===== src/rtl/cache_pkg.sv =====
// Shared types and default geometry for the cache line fill engine.
//   fetch_cmd_e : encoding of the fetch command from the read controller
//   lf_state_t  : fill engine state encoding
//   LF_*        : default geometry and the derived tag/offset widths
package cache_pkg;

    localparam int LF_ADDR_WIDTH = 32;
    localparam int LF_LIST_DEPTH = 4;
    localparam int LF_DATA_WIDTH = 32;
    localparam int LF_LIST_WIDTH = 32;
    localparam int LF_TAG_W      = $clog2(LF_LIST_DEPTH);
    localparam int LF_OFF_W      = $clog2(LF_LIST_WIDTH);

    typedef enum logic [1:0] {
        FETCH_NOP     = 2'b00,
        FETCH_FILL    = 2'b01,
        FETCH_WB_FILL = 2'b10
    } fetch_cmd_e;

    typedef enum logic [2:0] {
        LF_IDLE    = 3'd0,
        LF_WB_RD   = 3'd1,
        LF_WB_WAIT = 3'd2,
        LF_WB_WR   = 3'd3,
        LF_FL_REQ  = 3'd4,
        LF_FL_WAIT = 3'd5,
        LF_FL_WR   = 3'd6,
        LF_DONE    = 3'd7
    } lf_state_t;

endpackage


===== src/rtl/line_fill_ctrl_if.sv =====
// Signal bundle between the line fill engine and its neighbours.
//   fetch_* : request/grant port from the read controller, done pulse back
//   mem_*   : cache data array read and write ports ({tag, word offset} addressing)
//   bus_*   : request/grant backing-memory bus with a separate read response
// Modports:
//   master : the fill engine itself
//   slave  : the surrounding read controller, data array and backing memory
interface line_fill_ctrl_if #(
    parameter int addr_width = 32,
    parameter int list_depth = 4,
    parameter int data_width = 32,
    parameter int list_width = 32
);
    localparam int tag_w = $clog2(list_depth);
    localparam int off_w = $clog2(list_width);

    logic                    fetch_req;
    logic                    fetch_gnt;
    logic [1:0]              fetch_cmd;
    logic [tag_w-1:0]        fetch_tag;
    logic [addr_width-1:0]   fetch_addr;
    logic [addr_width-1:0]   evict_addr;
    logic                    fetch_done;

    logic                    mem_ren;
    logic [tag_w+off_w-1:0]  mem_raddr;
    logic                    mem_rready;
    logic [data_width-1:0]   mem_rdata;
    logic                    mem_rdata_valid;
    logic                    mem_wen;
    logic [tag_w+off_w-1:0]  mem_waddr;
    logic [data_width-1:0]   mem_wdata;
    logic                    mem_wready;

    logic                    bus_req;
    logic                    bus_we;
    logic [addr_width-1:0]   bus_addr;
    logic [data_width-1:0]   bus_wdata;
    logic                    bus_gnt;
    logic                    bus_rvalid;
    logic [data_width-1:0]   bus_rdata;

    modport master (
        input  fetch_req, fetch_cmd, fetch_tag, fetch_addr, evict_addr,
        input  mem_rready, mem_rdata, mem_rdata_valid, mem_wready,
        input  bus_gnt, bus_rvalid, bus_rdata,
        output fetch_gnt, fetch_done,
        output mem_ren, mem_raddr, mem_wen, mem_waddr, mem_wdata,
        output bus_req, bus_we, bus_addr, bus_wdata
    );

    modport slave (
        output fetch_req, fetch_cmd, fetch_tag, fetch_addr, evict_addr,
        output mem_rready, mem_rdata, mem_rdata_valid, mem_wready,
        output bus_gnt, bus_rvalid, bus_rdata,
        input  fetch_gnt, fetch_done,
        input  mem_ren, mem_raddr, mem_wen, mem_waddr, mem_wdata,
        input  bus_req, bus_we, bus_addr, bus_wdata
    );

endinterface


===== src/rtl/line_fill_ctrl.sv =====
// Cache line fetch engine. Takes one fetch request at a time from the read
// controller, optionally writes the victim line back to backing memory, then
// fills the target line word by word and pulses fetch_done.
// Ports:
//   clk   : clock
//   rst_n : asynchronous active-low reset
//   lf    : line_fill_ctrl_if.master (fetch port, data array ports, backing bus)
//
// state      | meaning
// -----------+-------------------------------------------------------------
// LF_IDLE    | fetch_gnt high, waiting for fetch_req
// LF_WB_RD   | data-array read of victim word k requested
// LF_WB_WAIT | read accepted, waiting for mem_rdata_valid
// LF_WB_WR   | bus write of victim word k to evict line
// LF_FL_REQ  | bus read of fill word k requested
// LF_FL_WAIT | bus read granted, waiting for bus_rvalid
// LF_FL_WR   | data-array write of fill word k
// LF_DONE    | fetch_done pulse, back to idle next cycle
module line_fill_ctrl
    import cache_pkg::*;
#(
    parameter int addr_width = LF_ADDR_WIDTH,
    parameter int list_depth = LF_LIST_DEPTH,
    parameter int data_width = LF_DATA_WIDTH,
    parameter int list_width = LF_LIST_WIDTH
) (
    input  logic             clk,
    input  logic             rst_n,
    line_fill_ctrl_if.master lf
);

    localparam int tag_w  = $clog2(list_depth);
    localparam int off_w  = $clog2(list_width);
    localparam int base_w = addr_width - off_w;
    localparam logic [off_w-1:0] last_k = off_w'(list_width - 1);

    lf_state_t               state;
    logic [tag_w-1:0]        tag_q;
    logic [base_w-1:0]       fill_base;
    logic [base_w-1:0]       evict_base;
    logic [off_w-1:0]        k;
    logic [off_w-1:0]        k_nxt;

    logic                    fetch_gnt_q;
    logic                    fetch_done_q;
    logic                    mem_ren_q;
    logic [tag_w+off_w-1:0]  mem_raddr_q;
    logic                    mem_wen_q;
    logic [tag_w+off_w-1:0]  mem_waddr_q;
    logic [data_width-1:0]   mem_wdata_q;
    logic                    bus_req_q;
    logic                    bus_we_q;
    logic [addr_width-1:0]   bus_addr_q;
    logic [data_width-1:0]   bus_wdata_q;

    assign k_nxt = k + off_w'(1);

    // All request outputs are registered and loaded on the transition into
    // the state that owns them, so they stay put until accepted.
    always_ff @(posedge clk or negedge rst_n) begin
        if (!rst_n) begin
            state        <= LF_IDLE;
            tag_q        <= '0;
            fill_base    <= '0;
            evict_base   <= '0;
            k            <= '0;
            fetch_gnt_q  <= 1'b1;
            fetch_done_q <= 1'b0;
            mem_ren_q    <= 1'b0;
            mem_raddr_q  <= '0;
            mem_wen_q    <= 1'b0;
            mem_waddr_q  <= '0;
            mem_wdata_q  <= '0;
            bus_req_q    <= 1'b0;
            bus_we_q     <= 1'b0;
            bus_addr_q   <= '0;
            bus_wdata_q  <= '0;
        end else begin
            fetch_done_q <= 1'b0;
            case (state)
                LF_IDLE: begin
                    if (lf.fetch_req) begin
                        tag_q       <= lf.fetch_tag;
                        fill_base   <= lf.fetch_addr[addr_width-1:off_w];
                        evict_base  <= lf.evict_addr[addr_width-1:off_w];
                        k           <= '0;
                        fetch_gnt_q <= 1'b0;
                        case (lf.fetch_cmd)
                            FETCH_WB_FILL: begin
                                state       <= LF_WB_RD;
                                mem_ren_q   <= 1'b1;
                                mem_raddr_q <= {lf.fetch_tag, {off_w{1'b0}}};
                            end
                            FETCH_NOP: begin
                                state        <= LF_DONE;
                                fetch_done_q <= 1'b1;
                            end
                            default: begin
                                state      <= LF_FL_REQ;
                                bus_req_q  <= 1'b1;
                                bus_we_q   <= 1'b0;
                                bus_addr_q <= {lf.fetch_addr[addr_width-1:off_w], {off_w{1'b0}}};
                            end
                        endcase
                    end
                end
                LF_WB_RD: begin
                    if (lf.mem_rready) begin
                        mem_ren_q <= 1'b0;
                        // Zero-latency read data skips the wait state.
                        if (lf.mem_rdata_valid) begin
                            state       <= LF_WB_WR;
                            bus_req_q   <= 1'b1;
                            bus_we_q    <= 1'b1;
                            bus_addr_q  <= {evict_base, k};
                            bus_wdata_q <= lf.mem_rdata;
                        end else begin
                            state <= LF_WB_WAIT;
                        end
                    end
                end
                LF_WB_WAIT: begin
                    if (lf.mem_rdata_valid) begin
                        state       <= LF_WB_WR;
                        bus_req_q   <= 1'b1;
                        bus_we_q    <= 1'b1;
                        bus_addr_q  <= {evict_base, k};
                        bus_wdata_q <= lf.mem_rdata;
                    end
                end
                LF_WB_WR: begin
                    if (lf.bus_gnt) begin
                        if (k == last_k) begin
                            // Straight into the first fill read; bus_req stays high.
                            k          <= '0;
                            state      <= LF_FL_REQ;
                            bus_we_q   <= 1'b0;
                            bus_addr_q <= {fill_base, {off_w{1'b0}}};
                        end else begin
                            k           <= k_nxt;
                            state       <= LF_WB_RD;
                            bus_req_q   <= 1'b0;
                            bus_we_q    <= 1'b0;
                            mem_ren_q   <= 1'b1;
                            mem_raddr_q <= {tag_q, k_nxt};
                        end
                    end
                end
                LF_FL_REQ: begin
                    if (lf.bus_gnt) begin
                        bus_req_q <= 1'b0;
                        if (lf.bus_rvalid) begin
                            state       <= LF_FL_WR;
                            mem_wen_q   <= 1'b1;
                            mem_waddr_q <= {tag_q, k};
                            mem_wdata_q <= lf.bus_rdata;
                        end else begin
                            state <= LF_FL_WAIT;
                        end
                    end
                end
                LF_FL_WAIT: begin
                    if (lf.bus_rvalid) begin
                        state       <= LF_FL_WR;
                        mem_wen_q   <= 1'b1;
                        mem_waddr_q <= {tag_q, k};
                        mem_wdata_q <= lf.bus_rdata;
                    end
                end
                LF_FL_WR: begin
                    if (lf.mem_wready) begin
                        mem_wen_q <= 1'b0;
                        if (k == last_k) begin
                            state        <= LF_DONE;
                            fetch_done_q <= 1'b1;
                        end else begin
                            k          <= k_nxt;
                            state      <= LF_FL_REQ;
                            bus_req_q  <= 1'b1;
                            bus_addr_q <= {fill_base, k_nxt};
                        end
                    end
                end
                LF_DONE: begin
                    state       <= LF_IDLE;
                    fetch_gnt_q <= 1'b1;
                end
                default: begin
                    state       <= LF_IDLE;
                    fetch_gnt_q <= 1'b1;
                end
            endcase
        end
    end

    assign lf.fetch_gnt  = fetch_gnt_q;
    assign lf.fetch_done = fetch_done_q;
    assign lf.mem_ren    = mem_ren_q;
    assign lf.mem_raddr  = mem_raddr_q;
    assign lf.mem_wen    = mem_wen_q;
    assign lf.mem_waddr  = mem_waddr_q;
    assign lf.mem_wdata  = mem_wdata_q;
    assign lf.bus_req    = bus_req_q;
    assign lf.bus_we     = bus_we_q;
    assign lf.bus_addr   = bus_addr_q;
    assign lf.bus_wdata  = bus_wdata_q;

endmodule


===== src/flat_wrapper.sv =====
// flat-port wrapper written by rule: the top's interface ports become plain ports
module line_fill_ctrl_flat import cache_pkg::*;
#(
    parameter int addr_width = LF_ADDR_WIDTH,
    parameter int list_depth = LF_LIST_DEPTH,
    parameter int data_width = LF_DATA_WIDTH,
    parameter int list_width = LF_LIST_WIDTH
)
  (clk, rst_n, lf_fetch_req, lf_fetch_cmd, lf_fetch_tag, lf_fetch_addr, lf_evict_addr, lf_mem_rready, lf_mem_rdata, lf_mem_rdata_valid, lf_mem_wready, lf_bus_gnt, lf_bus_rvalid, lf_bus_rdata, lf_fetch_gnt, lf_fetch_done, lf_mem_ren, lf_mem_raddr, lf_mem_wen, lf_mem_waddr, lf_mem_wdata, lf_bus_req, lf_bus_we, lf_bus_addr, lf_bus_wdata);
  line_fill_ctrl_if #(.addr_width(addr_width), .list_depth(list_depth), .data_width(data_width), .list_width(list_width)) lf_i ();
  input  logic clk;
  input  logic rst_n;
  input wire logic [$bits(lf_i.fetch_req)-1:0] lf_fetch_req;
  input wire logic [$bits(lf_i.fetch_cmd)-1:0] lf_fetch_cmd;
  input wire logic [$bits(lf_i.fetch_tag)-1:0] lf_fetch_tag;
  input wire logic [$bits(lf_i.fetch_addr)-1:0] lf_fetch_addr;
  input wire logic [$bits(lf_i.evict_addr)-1:0] lf_evict_addr;
  input wire logic [$bits(lf_i.mem_rready)-1:0] lf_mem_rready;
  input wire logic [$bits(lf_i.mem_rdata)-1:0] lf_mem_rdata;
  input wire logic [$bits(lf_i.mem_rdata_valid)-1:0] lf_mem_rdata_valid;
  input wire logic [$bits(lf_i.mem_wready)-1:0] lf_mem_wready;
  input wire logic [$bits(lf_i.bus_gnt)-1:0] lf_bus_gnt;
  input wire logic [$bits(lf_i.bus_rvalid)-1:0] lf_bus_rvalid;
  input wire logic [$bits(lf_i.bus_rdata)-1:0] lf_bus_rdata;
  output wire logic [$bits(lf_i.fetch_gnt)-1:0] lf_fetch_gnt;
  output wire logic [$bits(lf_i.fetch_done)-1:0] lf_fetch_done;
  output wire logic [$bits(lf_i.mem_ren)-1:0] lf_mem_ren;
  output wire logic [$bits(lf_i.mem_raddr)-1:0] lf_mem_raddr;
  output wire logic [$bits(lf_i.mem_wen)-1:0] lf_mem_wen;
  output wire logic [$bits(lf_i.mem_waddr)-1:0] lf_mem_waddr;
  output wire logic [$bits(lf_i.mem_wdata)-1:0] lf_mem_wdata;
  output wire logic [$bits(lf_i.bus_req)-1:0] lf_bus_req;
  output wire logic [$bits(lf_i.bus_we)-1:0] lf_bus_we;
  output wire logic [$bits(lf_i.bus_addr)-1:0] lf_bus_addr;
  output wire logic [$bits(lf_i.bus_wdata)-1:0] lf_bus_wdata;
  assign lf_i.fetch_req = lf_fetch_req;
  assign lf_i.fetch_cmd = lf_fetch_cmd;
  assign lf_i.fetch_tag = lf_fetch_tag;
  assign lf_i.fetch_addr = lf_fetch_addr;
  assign lf_i.evict_addr = lf_evict_addr;
  assign lf_i.mem_rready = lf_mem_rready;
  assign lf_i.mem_rdata = lf_mem_rdata;
  assign lf_i.mem_rdata_valid = lf_mem_rdata_valid;
  assign lf_i.mem_wready = lf_mem_wready;
  assign lf_i.bus_gnt = lf_bus_gnt;
  assign lf_i.bus_rvalid = lf_bus_rvalid;
  assign lf_i.bus_rdata = lf_bus_rdata;
  assign lf_fetch_gnt = lf_i.fetch_gnt;
  assign lf_fetch_done = lf_i.fetch_done;
  assign lf_mem_ren = lf_i.mem_ren;
  assign lf_mem_raddr = lf_i.mem_raddr;
  assign lf_mem_wen = lf_i.mem_wen;
  assign lf_mem_waddr = lf_i.mem_waddr;
  assign lf_mem_wdata = lf_i.mem_wdata;
  assign lf_bus_req = lf_i.bus_req;
  assign lf_bus_we = lf_i.bus_we;
  assign lf_bus_addr = lf_i.bus_addr;
  assign lf_bus_wdata = lf_i.bus_wdata;
  line_fill_ctrl #(.addr_width(addr_width), .list_depth(list_depth), .data_width(data_width), .list_width(list_width)) u_core (.clk(clk), .rst_n(rst_n), .lf(lf_i));
endmodule

===== config.mk =====
export PLATFORM = sky130hd
export DESIGN_NAME = line_fill_ctrl_flat
export DESIGN_NICKNAME = d
export VERILOG_FILES = /design/src/rtl/cache_pkg.sv /design/src/rtl/line_fill_ctrl_if.sv /design/src/rtl/line_fill_ctrl.sv /design/src/flat_wrapper.sv
export SDC_FILE = /design/constraint.sdc
export NUM_CORES = 1
export LEC_CHECK = 0
export ABC_CLOCK_PERIOD_IN_PS = 2200
export BUFFER_PORTS_ARGS = -buffer_cell sky130_fd_sc_hd__buf_2
export CELL_PAD_IN_SITES_DETAIL_PLACEMENT = 0
export CELL_PAD_IN_SITES_GLOBAL_PLACEMENT = 1
export CORE_ASPECT_RATIO = 1.2
export CORE_MARGIN = 4
export CORE_UTILIZATION = 36
export DETAILED_ROUTE_END_ITERATION = 8
export GPL_ROUTABILITY_DRIVEN = 0
export GPL_TIMING_DRIVEN = 0
export MAX_ROUTING_LAYER = met4
export PLACE_DENSITY = 0.74
export RECOVER_POWER = 100
export SLEW_MARGIN = 25
export SYNTH_ARGS = -nofsm -noshare
export SYNTH_HDL_FRONTEND = slang
export SYNTH_SLANG_ARGS = --single-unit

===== constraint.sdc =====
create_clock -name clk -period 2.2 [get_ports clk]
set_input_delay 0.11 -clock clk [delete_from_list [all_inputs] [get_ports clk]]
set_output_delay 0.11 -clock clk [all_outputs]
set_load 0.03 [all_outputs]

[After elaboration in Yosys (flattened, before gate mapping)]
Cells that the tools add are included.
W data, S select, Z words.
Storage, ports and cells
  bits in registers: 180
  input port bits: 140
  output and inout port bits: 116
  word-level logic and storage cells: 136
Cells by class
  $add $sub $neg: 1
  equal/unequal tests: 21
  muxes and demuxes: 73
  reductions and logical operators: 25
Operator list (number)
  $mux W32: 12
  $pmux W32 S5: 1
  $pmux W32 S2: 2
  $mux W7: 6
  $pmux W7 S2: 2
  $mux W1: 26
  $mux W5: 5
  $mux W3: 8
  $pmux W3 S8: 1
  $ne A2 B2 Y1 const B: 11
  $pmux W5 S3: 1
  $reduce_and A5 Y1: 3
  $eq A3 B3 Y1 const B: 4
  $reduce_and A9 Y1: 1
  $reduce_bool A3 Y1: 3
  $reduce_and A2 Y1: 4
  $reduce_and A8 Y1: 1
  $reduce_bool A2 Y1: 4
  $reduce_and A7 Y1: 1
  $eq A3 B2 Y1 const B: 2
  $pmux W1 S3: 2
  $pmux W1 S6: 1
  $pmux W3 S2: 1
  $reduce_and A6 Y1: 1
  other kinds (15): 17

[Depth between registers and ports, before layout]
Gate-level depths: netlist of the first run.
  word-level depth: 5
  gate-level depth with buffers: 8
  depth with buffers taken out: 7

[Least setup slack after synthesis of the first run]
Ideal clock, no wire load.
  kind: register to register
  start: register u_core.k[0]
  end: register u_core.bus_addr_q[3], in the netlist u_core.lf.bus_addr[3]
  library setup time: 128 ps
  arrival: 2312 ps
  required time: 2072 ps
  setup slack: -240 ps
  stages on the path, launching flop included: 9
  buffers on the path: 1
  clock period less this slack: 2440 ps
  cells stage by stage: dfrtp_1 -> ha_1 -> and3_1 -> ha_1 -> mux2_2 -> a221oi_1 -> nor3_4 -> buf_6 -> mux2_1
On the way
  longest elaborated chain between the ends: 4
  elaborated cells on any way between the ends: 8
  classes of those cells: add/sub: 1; eq/ne: 3; mux: 3; reduce/logical: 1
Ends and longest elaborated chain
  start: declaration: line line_fill_ctrl.sv:41  | logic [off_w-1:0] k;
  start signal: assignment: line line_fill_ctrl.sv:140  | k <= k_nxt;
  start signal: assignment: line line_fill_ctrl.sv:177  | k <= k_nxt;
  $add A5 B1 Y5: line line_fill_ctrl.sv:56  | assign k_nxt = k + off_w'(1);
  $mux W32: line line_fill_ctrl.sv:173  | if (k == last_k) begin
  $mux W32: line line_fill_ctrl.sv:171  | if (lf.mem_wready) begin
  $pmux W32 S5: line line_fill_ctrl.sv:80  | case (state)
  end signal: assignment: line line_fill_ctrl.sv:102  | bus_addr_q <= {lf.fetch_addr[addr_width-1:off_w], {off_w{1'b0}}};
  end signal: assignment: line line_fill_ctrl.sv:115  | bus_addr_q <= {evict_base, k};
  end signal: assignment: line line_fill_ctrl.sv:180  | bus_addr_q <= {fill_base, k_nxt};
  end: declaration: line line_fill_ctrl.sv:53  | logic [addr_width-1:0] bus_addr_q;
Several ways; a longest one is shown, not always the timed one. The select of a mux whose other input is x is not followed.
A chain may end at the register's enable or synchronous reset.

[Worst setup path in the final report of the first run]
Ends and elaborated chain as after synthesis.

==> flow_summary_export.csv, run 1 <==
group,metric,value,unit
floorplanning,fp.coreArea,24100,µm²
floorplanning,initial_core_util,0.367,
clock_network,clock_path_buffers,2,
grt,grt_pass1_wl,43600,µm
pwr,p_seq_frac,0.325,
logic_synthesis,synth_seq_area_share,0.508,
placed_design,port_buffers,245,
drt,drt_wl_total,27200,µm
drt,drc_errors,0,
grt,grt_pass1_vias,7988,
logic_synthesis,yosys-top-cells-area,"dfrtp_1 (51%), mux2_2 (17%), nor2b_1 (4.2%), mux2i_1 (3.8%), o21ai_0 (3.6%)",
timing,setup_ws,-0.0501,ns
clock_network,cts_sinks,180,
floorplanning,row_count,62,
grt,grt_max_degree,85,
timing,tns,-0.137,ns
logic_synthesis,yosysMostFrequentCell,"dfrtp_1",
timing,worst_pin_slew,1.15,ns
critical_path,crit_type,"flop to flop",
grt,antenna_found_initial,0,
pwr,p_int,9.81,mW
clock_network,path_clk_slew,0.08,ns
grt,grtUsageMet2,0.344,
logic_synthesis,syn_inst,795,
grt,grt_use_total,0.208,
logic_synthesis,syn_area,8860,µm²
logic_synthesis,synth_flop_cell,"dfrtp_1",
pwr,powerDensity,1410,nW/µm²
timing,hold_viol_final,0,
drt,viasPerCell,4.90,
timing,slew_viol_final,0,
logic_synthesis,ys_types,51,
timing,min_period_over_period,1.02,
logic_synthesis,yosys_warnings,0,
logic_synthesis,synthTopCellsByCount,"dfrtp_1 (179), mux2_2 (131), nor2_1 (64), o21ai_0 (64), nor2b_1 (60)",
logic_synthesis,synth_largest_area_cell,"dfrtp_1",
layout,stdcell_area,12500,µm²
timing,setup_viol,7,
critical_path,crit_path_max_fanout,5,
logic_synthesis,syn_nets,938,
floorplanning,dieArea,27200,µm²
layout,num_antenna_cells,0,
critical_path,startpoint_type,"flop",
clock_network,numCtsBuffers,17,
drt,vias,7498,
critical_path,end_kind,"flop",
grt,grt_util_met1,0.260,
clock_network,clock-root-buffer,"clkbuf_16",
critical_path,crit_required,2.52,ns
timing,slew_headroom,0.234,
timing,hold_ws,0.0541,ns
logic_synthesis,netlist.area_leader.share,0.505,
pwr,swShare,0.443,
critical_path,critPathArrivalTime,2.57,ns
drt,ant_nets,0,
pwr,power,17.6,mW
pwr,clkPwrFrac,0.173,
placed_design,dpl.hpwl,19100,µm
pwr,p_leak,5.43,nW
placed_design,placedInstanceArea,10600,µm²
layout,drive_above_1_share,0.311,
outcome,status,"finished, violations left",
floorplanning,fp.dieW,151,µm
logic_synthesis,syn_area_per_cell,11.1,µm²
grt,top_usage_layer,"met2",
pwr,share_comb_of_total_power,0.502,
drt,drtPass1Iterations,4,
drt,drtIter0Drc,404,
clock_network,htreeDepth,4,
pwr,ir_drop,620,µV
layout,final_net_count,1340,
timing,fin_skew,0.0122,ns
logic_synthesis,synth_seq_cells,180,
drt,wl_per_cell,17.7,µm
timing,fmax,0.444,GHz
layout,fillers,2224,
grt,overflow,0,
run,maxCapViolCount,0,
grt,use_met3,0.0320,
logic_synthesis,synthArstFlopShare,1.00,
clock_network,cts_tree,"done",
clock_network,clock_latency,0.44,ns
floorplanning,ios,256,
outcome,violations,"setup timing",
floorplanning,die_y,180,µm
pwr,switchingPower,7.82,mW
min_path,hold_class,"primary input to flop",
layout,syn_to_final_growth,41.1,%
logic_synthesis,synth_edf_count,0,
timing,fin_crit,2.25,ns
timing,rsz0062_at_grt,"true",
placed_design,post-place-ws,-0.330,ns
## worst max-delay path, cell delays in order, from the launching register on
cell and delay, ns:
dfrtp_2 0.43, ha_4 0.17, and3_4 0.19, ha_4 0.15, mux2_4 0.26, a221oi_4 0.26
nor3_4 0.08, buf_6 0.17, buf_8 0.13, mux2_4 0.29
## area by class of cell
class                      instances  area (µm²)  area share
buffer                            56         323      0.0258
clock buffer                      18         429      0.0343
clock inverter                    14         158      0.0126
inverter                          35         131      0.0105
multi-input combinational        524        4080       0.326
sequential                       180        4510       0.361
tap                              320         400      0.0320
timing repair buffer             383        2470       0.198
## sequential cells by signal, summed over array words and instances, names as in the netlist
| register | count |
|---|---|
| u_core.evict_base | 27 |
| u_core.fill_base | 27 |
| u_core.k | 5 |
| u_core.lf.bus_addr | 32 |
| u_core.lf.bus_req | 1 |
| u_core.lf.bus_wdata | 32 |
| u_core.lf.bus_we | 1 |
| u_core.lf.fetch_done | 1 |
| u_core.lf.fetch_gnt | 1 |
| u_core.lf.mem_raddr | 7 |
| u_core.lf.mem_ren | 1 |
| u_core.lf.mem_waddr | 7 |
| u_core.lf.mem_wdata | 32 |
| u_core.lf.mem_wen | 1 |
| u_core.state | 3 |
| u_core.tag_q | 2 |
## path summary, 6_finish.rpt
check | startpoint | endpoint | slack, ns | depth (start not counted)
worst min register to register | u_core.lf.mem_raddr[2] | u_core.lf.mem_raddr[2] | 0.48 | 2
worst max register to register | u_core.k[0] | u_core.lf.bus_addr[3] | -0.05 | 9
worst max-delay path | u_core.k[0] | u_core.lf.bus_addr[3] | -0.05 | 9
worst min-delay path | lf_bus_rvalid | u_core.lf.mem_wen | 0.05 | 3
max in group asynchronous | rst_n | u_core.lf.mem_wdata[30] | 0.35 | 3
min in group asynchronous | rst_n | u_core.lf.bus_addr[31] | 0.42 | 2
## logic make-up (layout without fill, tap and decap cells)
kind of cell	Yosys count	in the layout	synth area share
simple gates	185	185	0.119
xor+xnor	3	3	0.00296
mux	169	169	0.210
fa+ha+maj	3	3	0.00424
compound gates	164	164	0.111
buf+inv	91	506	0.0438
flops	180	180	0.508
## layer usage
metal,wire length [µm],vias up
met1,11600,3666
met2,13800,186
met4,748,0
li1,-,3604
met3,1040,42
met5,0,-
## power by group through the flow
stage / clock [mW] / sequential, mW / combinational, mW
2_1_floorplan: 0 / 7.60 / 4.06
3_3_place_gp: 0 / 5.73 / 8.42
3_5_place_dp: 0 / 5.78 / 8.54
4_1_cts: 3.15 / 5.69 / 9.03
5_1_grt: 3.28 / 5.94 / 9.60
6_report: 3.05 / 5.73 / 8.85
## timing repair
item | 4_1_cts | 5_1_grt
endpoints found under the setup margin | 119 | 116
gates cloned | 0 | 1
endpoints found under the hold margin | 224 | 0
pin swaps | 4 | 2
hold buffers | 124 | 0
gates resized for setup | 25 | 41
setup buffers | 11 | 1
## cells in the final DEF (no fill, tap or decap), types with 3 or more instances in the layout
master,netlist,layout
a31oi_1,4,4
mux2i_1,34,33
inv_8,0,5
mux2_4,0,4
o21ai_0,64,64
o22ai_1,4,4
nand2b_1,4,4
clkbuf_1,26,127
mux2_2,131,130
a21oi_1,40,39
clkinv_8,0,3
nor3b_1,28,28
buf_2,22,146
inv_6,0,4
clkbuf_16,0,18
nor2_1,64,64
clkbuf_2,0,18
a211oi_1,5,5
dfrtp_1,179,177
nand2_1,9,9
buf_4,3,13
dlygate4sd3_1,0,124
nor3_1,3,3
buf_6,1,6
o2bb2ai_1,5,4
o211ai_1,28,28
nor2b_1,60,58
inv_1,34,34
## metrics by stage
step | std cells | util
floorplan | 795 | -
global placement | 1360 | 0.437
detailed placement | 1362 | 0.439
CTS | 1528 | 0.522
global route | 1530 | 0.518
finish | 1530 | 0.518
Note: power is estimated with default switching activity, not from simulation.
==> run 2, diff against run 1 <==
--- a/config.mk
+++ b/config.mk
@@ -17,3 +17,2 @@
 export GPL_TIMING_DRIVEN = 0
-export MAX_ROUTING_LAYER = met4
 export PLACE_DENSITY = 0.74
==> constraint.sdc (replaced) <==
create_clock -name clk -period 2.2 [get_ports clk]
set_input_delay 0.22 -clock clk [delete_from_list [all_inputs] [get_ports clk]]
set_output_delay 0.22 -clock clk [all_outputs]
set_load 0.03 [all_outputs]
==> run 2 against run 1 <==
Effect of this change:
- the run still ends with setup timing left
- first-iteration DRC count rose by 14%
- via count down 3.3%
- global-route usage shrank 1.1 points
- die area is the same
- flip-flop and latch count stayed put
- combinational power decreased by 1%
- clock skew about the same
- wire length shrank 2.3%
- non-clock buffer count shrank 63
- worst setup slack got worse by 0.00088 ns
- sequential power about the same
- critical path type unchanged
- largest cell class unchanged
- highest routed layer is now met5
==> flow_summary_export.csv, run 2 (synthesis results as in run 1) <==
group,metric,value,unit
placed_design,post-place-ws,-0.330,ns
pwr,powerDensity,1470,nW/µm²
grt,grt_pass1_vias,7641,
placed_design,dpl.hpwl,19100,µm
timing,fmax,0.444,GHz
timing,setup_ws,-0.0509,ns
clock_network,numCtsBuffers,17,
pwr,p_leak,5.18,nW
layout,drive_above_1_share,0.329,
pwr,clkPwrFrac,0.174,
clock_network,cts_sinks,180,
floorplanning,initial_core_util,0.367,
critical_path,startpoint_type,"flop",
run,maxCapViolCount,0,
layout,syn_to_final_growth,34.1,%
critical_path,crit_required,2.52,ns
grt,grt_use_total,0.198,
clock_network,path_clk_slew,0.08,ns
layout,final_net_count,1277,
floorplanning,die_y,180,µm
pwr,ir_drop,618,µV
grt,antenna_found_initial,2,
clock_network,htreeDepth,4,
critical_path,path_cells,"ha_4 -> and3_4 -> ha_4 -> mux2_4 -> a221oi_4 -> nor3_4 -> buf_6 -> buf_8 -> mux2_4",
drt,viasPerCell,4.94,
clock_network,cts_tree,"done",
timing,min_period_over_period,1.02,
clock_network,clock_latency,0.44,ns
floorplanning,row_count,62,
critical_path,critPathArrivalTime,2.57,ns
timing,fin_crit,2.25,ns
outcome,violations,"setup timing",
timing,slew_headroom,0.207,
timing,rsz0062_at_grt,"true",
timing,fin_skew,0.0120,ns
floorplanning,dieArea,27200,µm²
drt,vias,7254,
min_path,hold_class,"primary input to flop",
critical_path,end_kind,"flop",
pwr,swShare,0.444,
layout,layout_commonest_cell,"dfrtp_1",
pwr,switchingPower,7.78,mW
clock_network,clock-root-buffer,"clkbuf_16",
min_path,hold_depth,2,
clock_network,clock_path_buffers,2,
critical_path,cp_slowest_cell,"dfrtp_2",
timing,hold_viol_final,0,
timing,worst_pin_slew,1.19,ns
layout,stdcell_area,11900,µm²
layout,fin_cells,1468,
grt,grt_max_degree,85,
timing,setup_viol,7,
drt,wl_per_cell,18.1,µm
drt,drt_wl_total,26500,µm
grt,overflow,0,
floorplanning,fp.dieW,151,µm
pwr,p_seq_frac,0.327,
grt,grt_pass1_wl,42300,µm
drt,drc_errors,0,
layout,layout_common_cells,"dfrtp_1 (177), buf_2 (146), mux2_2 (130), clkbuf_1 (127)",
critical_path,reg2reg_depth,9,
timing,slew_viol_final,0,
drt,drtPass1Iterations,5,
floorplanning,fp.coreArea,24100,µm²
pwr,share_comb_of_total_power,0.500,
outcome,status,"finished, violations left",
placed_design,placed_cells,1362,
critical_path,crit_path_max_fanout,5,
pwr,p_int,9.75,mW
critical_path,crit_type,"flop to flop",
critical_path,max_stage_delay,0.43,ns
placed_design,port_buffers,245,
drt,ant_nets,0,
drt,drtIter0Drc,462,
placed_design,placedInstanceArea,10600,µm²
floorplanning,ios,256,
==> run 2: changes by cell type in the layout (fill, tap and decap cells not counted), sizes merged <==
cell and change:
dlygate4sd3 -64, buf +2, clkbuf -1, diode +1
==> run 2: power by group through the flow <==
stage / registers, mW / logic [mW] / clock network (mW)
global placement: 5.73 / 8.42 / 0
finish: 5.72 / 8.76 / 3.05
floorplan: 7.60 / 4.06 / 0
global route: 5.94 / 9.50 / 3.28
CTS: 5.69 / 8.94 / 3.15
detailed placement: 5.78 / 8.54 / 0
==> run 2: per-stage QoR <==
step / utilization / hold slack [ns] / power (mW) / setup TNS, ns
floorplan: - / -0.0756 / 11.7 / 0
global placement: 0.437 / 0.451 / 14.2 / -404.02
detailed placement: 0.439 / 0.146 / 14.3 / -18.10
CTS: 0.495 / 0.00000761 / 17.8 / -0.126
global route: 0.493 / 0.00501 / 18.7 / -1.98
finish: 0.493 / 0.0157 / 17.5 / -0.145
==> run 2: what timing repair did <==
item | in CTS | in global routing
endpoints found under the setup margin | 119 | 115
setup buffers | 11 | 2
gates cloned | 0 | 1
gates resized for setup | 25 | 41
hold endpoints to repair | 103 | 1
hold buffers | 59 | 1
pin swaps | 4 | 2
==> run 2: cell type report <==
| cell class | count | area, µm² |
|---|---|---|
| fillers | 2273 | 12200 |
| flip-flops and latches | 180 | 4510 |
| multi-input cells | 524 | 4080 |
| repair buffers | 320 | 1860 |
| clock buffers | 18 | 429 |
| well taps | 320 | 400 |
| plain buffers | 56 | 323 |
| clock inverters | 14 | 158 |
| inverters | 35 | 131 |
| diodes | 1 | 2.50 |
==> run 2: metal layers <==
layer | global-route usage | up-vias | part of all wire
li1 | - | 3488 | -
met5 | 0 | - | 0.00026
met2 | 0.334 | 194 | 0.51
met4 | 0.0635 | 2 | 0.023
met1 | 0.251 | 3536 | 0.42
met3 | 0.0403 | 34 | 0.045
==> run 2: worst max-delay path, delay by kind of cell, from the launching register on <==
kind | cells | cell delay, ns
muxes | 2 | 0.55
DFF | 1 | 0.43
AOI/OAI and AO/OA | 1 | 0.27
buffers and inverters | 2 | 0.29
adders and majority gates | 2 | 0.32
and+or+nand+nor | 2 | 0.27
==> run 2: path summary, 6_finish.rpt <==
check	start	to	slack, ns
max in group asynchronous	rst_n	u_core.lf.mem_wdata[30]	0.34
worst max register to register	u_core.k[0]	u_core.lf.bus_addr[3]	-0.05
worst max-delay path	u_core.k[0]	u_core.lf.bus_addr[3]	-0.05
min in group asynchronous	rst_n	u_core.lf.bus_addr[31]	0.55
worst min register to register	u_core.lf.mem_raddr[2]	u_core.lf.mem_raddr[2]	0.48
worst min-delay path	lf_mem_rdata[13]	u_core.lf.bus_wdata[13]	0.02
==> run 3, diff against run 2 <==
==> constraint.sdc (replaced) <==
create_clock -name clk -period 2.2 [get_ports clk]
set_input_delay 0 -clock clk [delete_from_list [all_inputs] [get_ports clk]]
set_output_delay 0 -clock clk [all_outputs]
set_load 0.03 [all_outputs]
==> run 3 against run 2 <==
Effect of this change:
- the flow still finishes with violations (setup timing)
- cell area up 5.7%
- largest power group unchanged
- register-to-register slack hardly changed
- sequential share of layout area is 2.0 points lower
- clock skew is essentially flat
- wire length up 1.9%
- critical path depth stayed put
- non-clock buffer count up 69
- via count rose by 2.8%
- first-iteration DRC count down 8.7%
- power up 0.60%
==> flow_summary_export.csv, run 3 (synthesis results as in run 1) <==
group,metric,value,unit
outcome,status,"finished, violations left",
outcome,violations,"setup timing",
timing,rsz0062_at_grt,"true",
critical_path,crit_path_max_fanout,5,
floorplanning,dieArea,27200,µm²
critical_path,timing.rr.end,"u_core.lf.bus_addr[3]",
min_path,hold_depth,4,
drt,drtIter0Drc,422,
pwr,powerDensity,1400,nW/µm²
timing,slew_viol_final,0,
grt,overflow,0,
layout,fillers,2219,
grt,grt_pass1_wl,43600,µm
clock_network,clock-root-buffer,"clkbuf_16",
floorplanning,fp.dieW,151,µm
floorplanning,row_count,62,
clock_network,path_clk_slew,0.08,ns
drt,vias,7455,
grt,grt_use_total,0.202,
pwr,power,17.6,mW
placed_design,placed_cells,1362,
clock_network,clock_latency,0.44,ns
placed_design,dpl.hpwl,19100,µm
layout,num_antenna_cells,0,
critical_path,rrSetupSlack,-0.05,ns
pwr,ir_drop,617,µV
clock_network,cts_tree,"done",
min_path,hold_class,"primary input to flop",
placed_design,port_buffers,245,
critical_path,end_kind,"flop",
floorplanning,ios,256,
grt,grt_pass1_vias,8008,
timing,tns,-0.142,ns
drt,drtPass1Iterations,4,
floorplanning,die_y,180,µm
layout,final_net_count,1346,
drt,viasPerCell,4.85,
critical_path,r2r_start,"u_core.k[0]",
placed_design,post-place-ws,-0.330,ns
clock_network,cts_sinks,180,
critical_path,critPathArrivalTime,2.57,ns
timing,worst_pin_slew,1.15,ns
layout,layout_commonest_cell,"dfrtp_1",
floorplanning,initial_core_util,0.367,
grt,antenna_found_initial,0,
clock_network,clock_path_buffers,2,
layout,syn_to_final_growth,41.7,%
timing,setup_viol,7,
timing,hold_viol_final,0,
drt,drt_wl_total,27000,µm
timing,fin_crit,2.25,ns
timing,fmax,0.444,GHz
layout,layout_common_cells,"dfrtp_1 (177), buf_2 (146), mux2_2 (130), dlygate4sd3_1 (129), clkbuf_1 (127)",
min_path,holdPathEnd,"u_core.lf.bus_we",
timing,slew_headroom,0.236,
critical_path,startpoint_type,"flop",
drt,ant_nets,0,
grt,grt_max_degree,85,
floorplanning,fp.coreArea,24100,µm²
clock_network,htreeDepth,4,
drt,drc_errors,0,
layout,fin_cells,1536,
critical_path,reg2reg_depth,9,
pwr,p_leak,5.46,nW
critical_path,crit_required,2.52,ns
drt,wl_per_cell,17.6,µm
critical_path,crit_type,"flop to flop",
clock_network,numCtsBuffers,17,
layout,drive_above_1_share,0.310,
timing,min_period_over_period,1.02,
timing,fin_skew,0.0122,ns
timing,setup_ws,-0.0503,ns
run,maxCapViolCount,0,
min_path,hold_start,"lf_fetch_req",
==> run 3: changes by cell type in the layout (fill, tap and decap cells not counted), sizes merged <==
cell,previous run,this run
buf,170,169
clkbuf,164,165
dlygate4sd3,60,129
diode,1,0
==> run 3: worst max-delay path by stage <==
stage / slack, ns / start / cells after the start / endpoint
2_1_floorplan: 0.01 / u_core.k[0] / 8 / u_core.lf.bus_addr[3]
4_1_cts: -0.05 / u_core.k[0] / 9 / u_core.lf.bus_addr[3]
5_1_grt: -0.1 / u_core.k[0] / 9 / u_core.lf.bus_addr[4]
3_3_place_gp: -2.32 / rst_n / 1 / u_core.k[0]
3_5_place_dp: -0.33 / u_core.k[0] / 8 / u_core.lf.bus_addr[3]
6_report: -0.05 / u_core.k[0] / 9 / u_core.lf.bus_addr[3]
==> run 3: area by class of cell <==
type                            count  area [µm²]  area share
Sequential cell                   180        4510       0.359
Clock inverter                     14         158      0.0125
Multi-Input combinational cell    524        4080       0.325
Buffer                             56         323      0.0257
Tap cell                          320         400      0.0319
Inverter                           35         131      0.0105
Timing Repair Buffer              389        2530       0.201
Clock buffer                       18         429      0.0342
==> run 3: routing by layer <==
metal	global-route usage	routed length [µm]
met1	0.258	11500
met2	0.343	13800
met3	0.0348	1040
met4	0.0715	708
met5	0	0
==> run 3: critical path, cell delays in order, from the launching register on <==
cell and delay (ns):
dfrtp_2 0.43, ha_4 0.17, and3_4 0.19, ha_4 0.15, mux2_4 0.26, a221oi_4 0.26, nor3_4 0.08, buf_6 0.17
buf_8 0.13, mux2_4 0.29
==> run 3: power by group <==
group | internal [mW] | leakage, nW | switching (mW)
combinational | 3.43 | 2.99 | 5.43
sequential | 4.86 | 2.18 | 0.871
clock | 1.53 | 0.288 | 1.52
==> run 3: repair_timing <==
item / CTS / global route
pin swaps: 4 / 2
setup buffers: 11 / 2
hold endpoints to repair: 307 / 0
hold buffers: 129 / 0
resized for setup: 25 / 41
endpoints found under the setup margin: 119 / 116
gates cloned: 0 / 1
==> run 3: through the flow <==
stage               area (µm²)  utilization  hold slack [ns]
floorplan                 8910            -           -0.296
global placement         10500        0.437            0.231
detailed placement       10600        0.439          -0.0742
CTS                      12600        0.524           0.0505
global route             12600        0.521            0.178
finish                   12600        0.521            0.122
